## config.mk

```make
export PLATFORM = sky130hd
export DESIGN_NAME = bus_iface_flat
export DESIGN_NICKNAME = d
export VERILOG_FILES = /design/src/rtl/bus_iface_if.sv /design/src/rtl/bus_iface.sv /design/src/flat_wrapper.sv
export SDC_FILE = /design/constraint.sdc
export NUM_CORES = 1
export LEC_CHECK = 0
export ABC_AREA = 1
export BUFFER_PORTS_ARGS = -buffer_cell sky130_fd_sc_hd__buf_2
export CORE_MARGIN = 1
export CORE_UTILIZATION = 51
export CTS_BUF_LIST = sky130_fd_sc_hd__clkbuf_4 sky130_fd_sc_hd__clkbuf_8
export DETAILED_ROUTE_END_ITERATION = 10
export GPL_TIMING_DRIVEN = 0
export HOLD_SLACK_MARGIN = 0.12
export PLACE_DENSITY_LB_ADDON = 0.15
export SYNTH_ARGS = -nofsm -noshare
export SYNTH_HDL_FRONTEND = slang
export SYNTH_SLANG_ARGS = --single-unit
```

## constraint.sdc

```tcl
create_clock -name clk -period 2.85 [get_ports clk]
set_input_delay 0.285 -clock clk [delete_from_list [all_inputs] [get_ports clk]]
set_output_delay 0.285 -clock clk [all_outputs]
set_load 0.01 [all_outputs]
```

## src/rtl/bus_iface_if.sv

```systemverilog
// bus_iface_if: CPU-side request/response and motherboard REQ/ACK bus signals.
// master is the bus_iface unit, slave is the CPU/motherboard environment around it.
interface bus_iface_if #(parameter int width = 32);
    logic             cpu_req;
    logic             cpu_we;
    logic [width-1:0] cpu_addr;
    logic [width-1:0] cpu_wdata;
    logic             cpu_busy;
    logic             cpu_done;
    logic             cpu_err;
    logic [width-1:0] cpu_rdata;
    logic [width-1:0] mobo_ctrl;
    logic [width-1:0] mobo_stat;
    logic [width-1:0] addr;
    logic [width-1:0] data_out;
    logic [width-1:0] data_in;
    modport master (
        input  cpu_req, cpu_we, cpu_addr, cpu_wdata, mobo_stat, data_in,
        output cpu_busy, cpu_done, cpu_err, cpu_rdata, mobo_ctrl, addr, data_out
    );
    modport slave (
        output cpu_req, cpu_we, cpu_addr, cpu_wdata, mobo_stat, data_in,
        input  cpu_busy, cpu_done, cpu_err, cpu_rdata, mobo_ctrl, addr, data_out
    );
endinterface

```

## src/rtl/bus_iface.sv

```systemverilog
// bus_iface: single-word CPU read/write over a four-phase REQ/ACK motherboard bus.
// Every output comes from a register; busy/done are decodes of the state register.
module bus_iface #(
    parameter int width   = 32,
    parameter int TIMEOUT = 255
) (
    input logic         clk,
    input logic         rst,
    bus_iface_if.master b
);
    typedef enum logic [1:0] {IDLE, ASSERT, RELEASE, DONE} state_t;
    localparam logic [15:0] LAST = 16'(TIMEOUT - 1);
    state_t           state_q, state_d;
    logic [1:0]       ctrl_q, ctrl_d;
    logic [width-1:0] addr_q, addr_d, wdata_q, wdata_d, rdata_q, rdata_d;
    logic             err_q, err_d;
    logic [15:0]      cnt_q, cnt_d;
    logic             ack, unused_stat;
    assign ack         = b.mobo_stat[0];
    assign unused_stat = ^b.mobo_stat[width-1:2];
    always_comb begin
        state_d = state_q;
        ctrl_d  = ctrl_q;
        addr_d  = addr_q;
        wdata_d = wdata_q;
        rdata_d = rdata_q;
        err_d   = err_q;
        cnt_d   = (state_q == ASSERT || state_q == RELEASE) ? cnt_q + 16'd1 : '0;
        case (state_q)
            IDLE: if (b.cpu_req) begin
                addr_d  = b.cpu_addr;
                wdata_d = b.cpu_wdata;
                ctrl_d  = {b.cpu_we, 1'b1};
                state_d = ASSERT;
            end
            // ACK is tested first so it wins over a coincident terminal count
            ASSERT: if (ack) begin
                ctrl_d[0] = 1'b0;
                err_d     = b.mobo_stat[1];
                rdata_d   = (!ctrl_q[1] && !b.mobo_stat[1]) ? b.data_in : rdata_q;
                cnt_d     = '0;
                state_d   = RELEASE;
            end else if (cnt_q == LAST) begin
                ctrl_d[0] = 1'b0;
                err_d     = 1'b1;
                state_d   = DONE;
            end
            RELEASE: if (!ack) begin
                state_d = DONE;
            end else if (cnt_q == LAST) begin
                err_d   = 1'b1;
                state_d = DONE;
            end
            default: begin
                ctrl_d[1] = 1'b0;
                state_d   = IDLE;
            end
        endcase
    end
    always_ff @(posedge clk or negedge rst)
        if (!rst) begin
            state_q <= IDLE;
            ctrl_q  <= '0;
            addr_q  <= '0;
            wdata_q <= '0;
            rdata_q <= '0;
            err_q   <= 1'b0;
            cnt_q   <= '0;
        end else begin
            state_q <= state_d;
            ctrl_q  <= ctrl_d;
            addr_q  <= addr_d;
            wdata_q <= wdata_d;
            rdata_q <= rdata_d;
            err_q   <= err_d;
            cnt_q   <= cnt_d;
        end
    assign b.cpu_busy  = state_q != IDLE;
    assign b.cpu_done  = state_q == DONE;
    assign b.cpu_err   = err_q;
    assign b.cpu_rdata = rdata_q;
    assign b.mobo_ctrl = {{(width-2){1'b0}}, ctrl_q};
    assign b.addr      = addr_q;
    assign b.data_out  = wdata_q;
endmodule

```

## src/flat_wrapper.sv

```systemverilog
// flat-port wrapper written by rule: the top's interface ports become plain ports
module bus_iface_flat 
#(
    parameter int width   = 32,
    parameter int TIMEOUT = 255
)
  (clk, rst, b_cpu_req, b_cpu_we, b_cpu_addr, b_cpu_wdata, b_mobo_stat, b_data_in, b_cpu_busy, b_cpu_done, b_cpu_err, b_cpu_rdata, b_mobo_ctrl, b_addr, b_data_out);
  bus_iface_if #(.width(width)) b_i ();
  input logic clk;
  input logic rst;
  input wire logic [$bits(b_i.cpu_req)-1:0] b_cpu_req;
  input wire logic [$bits(b_i.cpu_we)-1:0] b_cpu_we;
  input wire logic [$bits(b_i.cpu_addr)-1:0] b_cpu_addr;
  input wire logic [$bits(b_i.cpu_wdata)-1:0] b_cpu_wdata;
  input wire logic [$bits(b_i.mobo_stat)-1:0] b_mobo_stat;
  input wire logic [$bits(b_i.data_in)-1:0] b_data_in;
  output wire logic [$bits(b_i.cpu_busy)-1:0] b_cpu_busy;
  output wire logic [$bits(b_i.cpu_done)-1:0] b_cpu_done;
  output wire logic [$bits(b_i.cpu_err)-1:0] b_cpu_err;
  output wire logic [$bits(b_i.cpu_rdata)-1:0] b_cpu_rdata;
  output wire logic [$bits(b_i.mobo_ctrl)-1:0] b_mobo_ctrl;
  output wire logic [$bits(b_i.addr)-1:0] b_addr;
  output wire logic [$bits(b_i.data_out)-1:0] b_data_out;
  assign b_i.cpu_req = b_cpu_req;
  assign b_i.cpu_we = b_cpu_we;
  assign b_i.cpu_addr = b_cpu_addr;
  assign b_i.cpu_wdata = b_cpu_wdata;
  assign b_i.mobo_stat = b_mobo_stat;
  assign b_i.data_in = b_data_in;
  assign b_cpu_busy = b_i.cpu_busy;
  assign b_cpu_done = b_i.cpu_done;
  assign b_cpu_err = b_i.cpu_err;
  assign b_cpu_rdata = b_i.cpu_rdata;
  assign b_mobo_ctrl = b_i.mobo_ctrl;
  assign b_addr = b_i.addr;
  assign b_data_out = b_i.data_out;
  bus_iface #(.width(width), .TIMEOUT(TIMEOUT)) u_core (.clk(clk), .rst(rst), .b(b_i));
endmodule
```

==> metrics.txt <==
Fmax achieved about 0.56 GHz; min-delay worst type in -> reg; Worst Path Max Fanout 10; H-tree levels 4; detailed placer's ending HPWL between 9 and 10 mm; DIE AREA between 0.01 and 0.015 mm^2; Port-buffer cells 202; worst skew pair latency 430 ps; ANT cells 0; # rows 36; met2 GRT Util 49.5%; CP startpoint kind flop; vias in the first global route 4934; # clock sinks between 100 and 150; worst setup path class reg -> reg; CP max stage delay between 400 and 500 ps; share of layout cells above drive strength 1 roughly 33%; antenna violations before repair 0; placed cell count between 900 and 1000; Post-synth ARST share 100%; Most used DFF post-synth dfrtp_1; Netlist cell types 24; Register-to-Register Path Depth 8; Synth area leader dfrtp_1; Core Area just under 0.01 mm^2; routed length per instance 13.7 um; skew final between 7 and 8 ps; Area Overhead vs Synth 50.8%; Yosys reg bits roughly 120; total CTS buffers 17; synthesized instance count around 600; CP endpoint kind flop; largest net degree at the start of global routing slightly below 70; sequential area share after synthesis 55.9%; worst hold path depth 4; Max-Cap Viols 0; Non-Filler Instances 1102; GRT busiest layer met2; WL final about 15 mm; status finished clean; NumNets Final about 1100; Most common cell on crit path buf_6; GRT Overall Usage between 20% and 30%; final period utilization between 60% and 70%; Post-Syn Area 0.00523 mm^2; vias per cell ~4.7; Buf/Inv on CP 3; YS warnings 0; DRC Markers 0; Stages on worst setup path 8; Arr. time, crit path roughly 2100 ps; Hold Violations, Final 0; critical path's slowest cell dfrtp_1; worst-path cell chain inv_1, ha_1, nand3b_1, or2_1, buf_6, buf_6, nand2_1, o21ai_2; Die Span Y ~100 um; via count between 5000 and 6000; GR Util met1 between 30% and 40%; gpl congestion roughly 0.90; initial drt markers 206; CTS clk-pin slew, worst paths approximately 70 ps; P_leak 0.00446 uW; CTS max path bufs 2; Die X around 100 um; setup bufs post-CTS 0; post-layout minimum cycle time between 1500 and 2000 ps; Synth top area share a little under three fifths; Initial Util a little over half; Final ANT Viol Nets 0; Post-synth EDFFs 0; first-pass GRT wire length 23.1 mm; gr ovfl total 0; drt pass-1 iters 5; Register-to-Register Setup Slack between 1000 and 1500 ps; final setup fails 0; Max VDD drop approximately 0.56 mV; max-slew violation count 0; RSZ-0062 raised after global routing false; critical path data required time 3160 ps; post_cts resized 0; top cells by area, synth dfrtp_1 56%, nand2_1 19%, o21ai_2 5.5%; CTS tree yes; Pwr Density about 870 mW/mm^2; met3 Usage GRT a little over 8%; Fin Setup TNS 0 ps; Mapped Avg Cell Area 8.64 um^2; CP delay by family, top simple AND/OR/NAND/NOR gates; Ports 263; CTS root buf clkbuf_8
[per-stage QoR]
step           power (uW)  utilization [%]  worst slack [ps]  cell area (um^2)  hold slack [ps]
4_1_cts              6840             80.0              1100              7890              145
3_5_place_dp         5410             66.4              1120              6550              258
2_1_floorplan        4280                -              1330              5340            -10.6
3_3_place_gp         5300             66.1               129              6520              458
5_1_grt              7380             80.0               946              7890              196
6_report             6870             80.0              1070              7890              168
[state kept, by name, indices dropped and copies added (netlist names)]
signal	cells
u_core.b.addr	32
u_core.b.cpu_rdata	32
u_core.b.data_out	32
u_core.cnt_q	16
u_core.ctrl_q	2
u_core.state_q	2
u_core.b.cpu_err	1
[worst paths after layout]
path / start / end
min: b_cpu_req / u_core.state_q[1]
max in group asynchronous: rst / u_core.b.cpu_rdata[27]
min in group asynchronous: rst / u_core.state_q[0]
min reg2reg: u_core.b.addr[3] / u_core.b.addr[3]
max: u_core.state_q[1] / u_core.b.cpu_rdata[26]
max reg2reg: u_core.state_q[1] / u_core.b.cpu_rdata[26]
[cell usage after synthesis, drive strengths merged (2+ instances only)]
library cell / count
o21ai: 44
buf: 46
nand3: 6
clkbuf: 6
nor2: 32
ha: 7
inv: 57
dfrtp: 117
a21oi: 13
nand2: 267
o21bai: 2
nor3: 4
[worst register-to-register path: cells and delay by family, from the launching register on]
kind / cells / cell delay (ps)
fa+ha+maj: 1 / 260
buf+inv: 3 / 410
compound gates: 1 / 70
simple gates: 3 / 460
flops: 1 / 450
[placed cells by master, fill, tap and decap left out]
cell type,n
o21ai_2,33
inv_2,1
nor3_1,3
or2_1,1
nor2_2,2
nand3b_1,1
buf_16,1
a21oi_1,13
o21ai_0,11
conb_1,30
inv_6,1
nor3_2,1
clkbuf_8,17
dfrtp_1,117
dlygate4sd3_1,99
inv_1,56
o21bai_1,2
buf_1,3
buf_6,8
nand3_1,6
clkinv_2,3
nand4_1,1
nand2_1,267
clkbuf_1,6
clkinv_4,4
ha_1,7
nor2_1,30
a31oi_1,1
buf_4,30
buf_2,207
clkinvlp_4,7
[cell families after synthesis]
group                      synth area share, %
and+or+nand+nor                           23.0
DFF                                       55.9
buffers and inverters                     11.1
AOI/OAI and AO/OA                         8.22
adders and majority gates                 1.67
other                                   0.0717
[layer usage]
metal	wire length, um	vias up
met5	0	-
met3	975	33
met4	356	0
met2	7790	216
met1	6030	2422
li1	-	2481
[final cells by class]
type,instances,area (um^2)
Clock buffer,17,234
Multi-Input combinational cell,409,1830
Buffer,52,368
Inverter,57,214
Timing Repair Buffer,302,2040
Clock inverter,15,111
Tap cell,133,166
Fill cell,603,1970
Sequential cell,117,2930
[repair_timing]
item                                   4_1_cts  5_1_grt
endpoints found under the hold margin      147        0
setup endpoints to repair                    0        0
hold buffers                                99        0
[power breakdown]
group | switching, uW | total [uW] | internal (uW) | leakage, uW
sequential | 394 | 2740 | 2340 | 0.00148
clock | 706 | 1300 | 599 | 0.000156
combinational | 1670 | 2830 | 1160 | 0.00283
total | 2770 | 6870 | 4100 | 0.00446
Note: power is estimated with default switching activity, not from simulation.
